**config.mk**
```make
export PLATFORM = sky130hd
export DESIGN_NAME = btn_debounce
export DESIGN_NICKNAME = d
export VERILOG_FILES = /design/src/rtl/btn_debounce.sv
export SDC_FILE = /design/constraint.sdc
export NUM_CORES = 1
export LEC_CHECK = 0
export CAP_MARGIN = 20
export CORE_MARGIN = 5
export CORE_UTILIZATION = 51
export CTS_CLUSTER_DIAMETER = 200
export CTS_CLUSTER_SIZE = 28
export DETAILED_ROUTE_END_ITERATION = 6
export HOLD_SLACK_MARGIN = 0.05
export PLACE_DENSITY_LB_ADDON = 0.12
export RECOVER_POWER = 50
export SYNTH_ARGS = -nofsm -noshare
export SYNTH_HDL_FRONTEND = slang
export SYNTH_SLANG_ARGS = --single-unit
```
**constraint.sdc**
```tcl
create_clock -name clk -period 2.23 [get_ports clk]
set_input_delay 0.446 -clock clk [delete_from_list [all_inputs] [get_ports clk]]
set_output_delay 0.446 -clock clk [all_outputs]
set_load 0.005 [all_outputs]
```
**src/rtl/btn_debounce.sv**
```systemverilog
`default_nettype none
// +----------------------------------------------------------------------------+
// | Module      : btn_debounce                                                 |
// | Description : N-channel push-button debouncer. Raw inputs are synchronised |
// |               and sampled on a tick taken from the rising edge of one      |
// |               divider-bus bit. A new level is accepted after STABLE_CNT    |
// |               consecutive differing samples. Press/release pulses are      |
// |               emitted in the cycle the debounced level changes.            |
// |               Optional macro AUTOREPEAT_EN adds per-channel auto-repeat    |
// |               press pulses while a button is held.                         |
// | Revision    : 1.0 - initial release                                        |
// +----------------------------------------------------------------------------+
module btn_debounce #(
   parameter int N_BTN        = 5,
   parameter int TICK_BIT     = 17,
   parameter int STABLE_CNT   = 4,
   parameter int REPEAT_DELAY = 32,
   parameter int REPEAT_RATE  = 8
) (
   input  logic              clk,
   input  logic              rst,
   input  logic [31:0]       div_in,
   input  logic [N_BTN-1:0]  btn_raw,
   output logic [N_BTN-1:0]  btn_level,
   output logic [N_BTN-1:0]  btn_press,
   output logic [N_BTN-1:0]  btn_release
);

   localparam logic [3:0] c_stable_last = 4'(STABLE_CNT - 1);

   logic r_tick_d;
   logic w_tick;
   logic w_unused_cfg;

   // Only the selected divider bit is used; the wrap of the 32-bit count is
   // harmless because the tick comes from that bit's 0->1 edge alone.
   assign w_unused_cfg = ^{div_in, 16'(REPEAT_DELAY), 16'(REPEAT_RATE)};

   // Registered copy of the tick bit; loaded even in reset so the first
   // cycle after reset cannot see a false rising edge.
   always_ff @(posedge clk) begin
      if (rst) begin
         r_tick_d <= div_in[TICK_BIT];
      end else begin
         r_tick_d <= div_in[TICK_BIT];
      end
   end

   assign w_tick = div_in[TICK_BIT] & ~r_tick_d;

   for (genvar i = 0; i < N_BTN; i++) begin : g_chan
      logic       r_sync1;
      logic       r_sync2;
      logic       r_level;
      logic       r_press;
      logic       r_release;
      logic [3:0] r_cnt;
      logic       w_accept;

      // Two-flop synchroniser for the asynchronous raw button.
      always_ff @(posedge clk) begin
         if (rst) begin
            r_sync1 <= 1'b0;
            r_sync2 <= 1'b0;
         end else begin
            r_sync1 <= btn_raw[i];
            r_sync2 <= r_sync1;
         end
      end

      // Accept the new level on the tick that completes the stability run.
      assign w_accept = w_tick && (r_sync2 != r_level) && (r_cnt == c_stable_last);

`ifdef AUTOREPEAT_EN
      localparam logic [15:0] c_rep_delay  = 16'(REPEAT_DELAY);
      localparam logic [15:0] c_rep_reload = 16'(REPEAT_DELAY - REPEAT_RATE);

      logic [15:0] r_rep;
      logic [15:0] w_rep_next;

      assign w_rep_next = r_rep + 16'd1;
`endif

      // Stability counter, debounced level, edge pulses (and auto-repeat).
      always_ff @(posedge clk) begin
         if (rst) begin
            r_level   <= 1'b0;
            r_press   <= 1'b0;
            r_release <= 1'b0;
            r_cnt     <= 4'd0;
`ifdef AUTOREPEAT_EN
            r_rep     <= 16'd0;
`endif
         end else begin
            r_press   <= 1'b0;
            r_release <= 1'b0;
            if (w_tick) begin
               if (w_accept) begin
                  r_level   <= ~r_level;
                  r_cnt     <= 4'd0;
                  r_press   <= ~r_level;
                  r_release <= r_level;
               end else if (r_sync2 == r_level) begin
                  r_cnt <= 4'd0;
               end else begin
                  r_cnt <= r_cnt + 4'd1;
               end
            end
`ifdef AUTOREPEAT_EN
            // Repeat counter counts ticks while held; after the first repeat
            // it is rewound so later pulses arrive every REPEAT_RATE ticks.
            if (!r_level || w_accept) begin
               r_rep <= 16'd0;
            end else if (w_tick) begin
               if (w_rep_next == c_rep_delay) begin
                  r_rep   <= c_rep_reload;
                  r_press <= 1'b1;
               end else begin
                  r_rep <= w_rep_next;
               end
            end
`endif
         end
      end

      assign btn_level[i]   = r_level;
      assign btn_press[i]   = r_press;
      assign btn_release[i] = r_release;
   end

endmodule
`default_nettype wire

```
==> summary.md <==
| Metric | Value |
|---|---|
| Gpl congestion | `roughly 0.74` |
| R2r endpoint | `g_chan[3].r_level` |
| Rows | `23` |
| WP data required | `approximately 2.4 ns` |
| DRC violations left | `0` |
| Fin cells | `about 280` |
| Worst-case clock buffer depth | `2` |
| Detailed Place HPWL | `about 2600 um` |
| Critical Path Slowest Stage Cell | `clkbuf_1` |
| Hold Crit Start | `g_chan[4].r_sync1` |
| Seq cells post-synth | `between 40 and 50` |
| Reg-to-reg slack, setup | `0.74 ns` |
| Post_cts resized | `0` |
| Clk slew on worst S/H paths | `roughly 0.080 ns` |
| Die Y | `between 70 and 80 um` |
| I/O Pins | `54` |
| Max incr delay on CP | `0.77 ns` |
| Clock skew | `roughly 0.0017 ns` |
| Detailed Routing Iterations Pass 1 | `4` |
| Slew Limit Headroom | `between 30% and 40%` |
| Final hold viol count | `0` |
| Fmax | `around 500 MHz` |
| Worst vdd ir | `around 470 uV` |
| Area Overhead vs Synth | `12.4%` |
| Sequence of cells on the critical path | `dlygate4sd3_1 > clkbuf_1 > nor4bb_1 > nand3_1 > o21ai_0` |
| Final core occ | `between 50% and 60%` |
| Routed len/inst | `13.2 um` |
| Final ANT Viol Nets | `0` |
| Min-Delay Path Depth | `1` |
| Worst-skew pair later-pin latency | `between 0.2 and 0.3 ns` |
| Port Buf Inserts | `22` |
| Initial antenna violation count | `0` |
| Min-delay worst type | `reg -> reg` |
| Setup tns final | `0 ns` |
| Setup crit start kind | `input port` |
| Leak pwr | `roughly 0.76 nW` |
| Post-synthesis sequential area ratio | `45.3%` |
| Placed cells | `272` |
| Nets | `around 270` |
| Worst-margin pin slew | `a little over 1 ns` |
| Power Dens Cells | `between 600 and 700 mW/mm^2` |
| CTS root buf | `clkbuf_8` |
| Total GRT Usage | `14.7%` |
| Via count | `around 1500` |
| Syn_nets | `about 260` |
| Core footprint | `about 0.0039 sq mm` |
| First-pass GRT wire length | `roughly 6100 um` |
| Unrepaired setup endpoints after global routing | `false` |
| Max layer used | `met4` |
| Hold path endpoint | `g_chan[4].r_sync2` |
| Hold Buf Count CTS | `0` |
| Starting Density | `51.6%` |
| Metal3 WL | `around 100 um` |
| Setup violators final | `0` |
| Critical path class | `in -> reg` |
| Critical Path AT | `roughly 2.2 ns` |
| Mapped cell area | `~0.0020 sq mm` |
| Via density | `5.45` |
| Number of H-tree levels | `2` |
| Vias in the first global route | `between 1000 and 1500` |
| Warnings, synthesis | `0` |
| Setup bufs post-CTS | `0` |
| Cts bufs inserted | `5` |
| Max-slew violation count | `0` |
| Clock period minus final worst setup slack | `1.99 ns` |
| FF-to-FF Start | `g_chan[3].r_cnt[0]` |
| Max-Cap Viols | `0` |
| Crit-path max FO | `24` |
| Die X | `about 73 um` |
| M1 wire length | `around 1600 um` |
| Grt ovf | `0` |
| FF-to-FF path depth | `4` |
| Largest net degree at the start of global routing | `25` |
| Antenna cells | `0` |
| Share of cells above drive strength 1 | `about 8.3%` |
| TritonCTS clock tree | `yes` |
| 1st-iter DRT viols | `78` |
| Worst Setup End Kind | `register` |
| Drt total wl | `around 3700 um` |
| Cells after Synth | `approximately 220` |
| Status | `completed` |
| Clk sinks | `46` |
| DIE AREA | `~0.0053 sq mm` |
| Final worst-path cycle share | `between 80% and 90%` |
| Metal2 WL | `1890 um` |
| Synth Area per Inst | `roughly 9.3 sq um` |
| Synth cell types | `20` |
cells in the final DEF, fill, tap and decap left out:
master           synthesis  final
a21oi_1                 20     20
a31oi_1                  5      5
buf_4                   15      3
clkbuf_1                 8      3
clkbuf_8                 0      6
clkdlybuf4s50_1          0     14
dfxtp_1                 46     46
dlygate4sd3_1            0      8
ha_1                     5      5
inv_1                    5      5
nand2_1                 20     20
nand2b_1                 6      6
nand3_1                 20     20
nand4_1                  5      5
nand4b_1                 5      5
nor2b_1                 11     11
nor3b_1                 16     16
nor4bb_1                 5      5
o21ai_0                 10     10
or3b_2                   5      5
or4b_1                   5      5
xor2_2                   5      5
cell families (layout without fill, tap and decap cells):
family                   Yosys count  after routing  synth area share, %
adder cells (fa/ha/maj)            5              5                 3.08
buffers and inverters             29             39                 8.18
XOR/XNOR                           5              5                 4.00
AND/OR/NAND/NOR                   98             98                 30.5
AO/OA/AOI/OAI                     35             35                 8.92
flip-flops                        46             46                 45.3
area by class of cell:
type	count	area [sq um]
multi-input combinational	143	946
sequential	46	921
inverter	5	18.8
fill	341	1660
clock buffer	6	82.6
tap	50	62.6
timing repair buffer	28	254
worst max-delay path: cells and delay by family:
family	cells	cell delay (ns)
AOI/OAI and AO/OA	1	0.10
and+or+nand+nor	2	0.24
buffers and inverters	2	1.35
where the power goes:
group / internal (mW) / leakage, nW / switching [mW] / total, mW
logic: 0.0291 / 0.349 / 0.0391 / 0.0682
clock network: 0.239 / 0.0431 / 0.246 / 0.485
registers: 0.832 / 0.373 / 0.00816 / 0.840
routing by layer:
layer / track usage, % / vias up
li1: - / 770
met1: 16.6 / 714
met2: 26.1 / 22
met3: 3.44 / 8
met4: 6.15 / 0
met5: 0 / -
cell usage after synthesis, drive strengths merged:
cell / count / area share (%)
o21ai: 10 / 2.5
nand4b: 5 / 2.2
nor3b: 16 / 5.9
nand2: 20 / 3.7
nor2b: 11 / 3.4
nand4: 5 / 1.5
or3b: 5 / 2.2
clkbuf: 8 / 1.5
a21oi: 20 / 4.9
nand3: 20 / 4.9
ha: 5 / 3.1
nand2b: 6 / 1.8
or4b: 5 / 2.5
a31oi: 5 / 1.5
dfxtp: 46 / 45
xor2: 5 / 4.0
buf: 16 / 5.8
nor4bb: 5 / 2.5
inv: 5 / 0.92
worst max-delay path by stage:
stage / from / to / slack (ns)
CTS: div_in[17] / g_chan[2].r_cnt[3] / 0.46
global route: rst / g_chan[2].r_cnt[2] / 0.17
detailed placement: div_in[17] / g_chan[2].r_cnt[3] / 0.16
finish: rst / g_chan[3].r_cnt[2] / 0.24
floorplan: div_in[17] / g_chan[1].r_cnt[3] / 0.90
global placement: div_in[17] / g_chan[3].r_cnt[3] / 0.22
sequential cells by signal (all words and copies together) (netlist names):
signal            cells
g_chan.r_press        5
g_chan.r_sync1        5
g_chan.r_sync2        5
g_chan.r_cnt         20
r_tick_d              1
g_chan.r_level        5
g_chan.r_release      5
stage by stage:
| stage | area, sq um | power [mW] | hold WS [ns] | worst slack (ns) |
|---|---|---|---|---|
| floorplan | 2030 | 0.899 | 0.414 | 0.898 |
| CTS | 2300 | 1.41 | 0.445 | 0.458 |
| global placement | 2210 | 0.927 | 0.420 | 0.220 |
| detailed placement | 2210 | 0.930 | 0.427 | 0.159 |
| global route | 2280 | 1.45 | 0.464 | 0.171 |
| finish | 2280 | 1.39 | 0.442 | 0.240 |
Power figures use the tool's default switching activity.
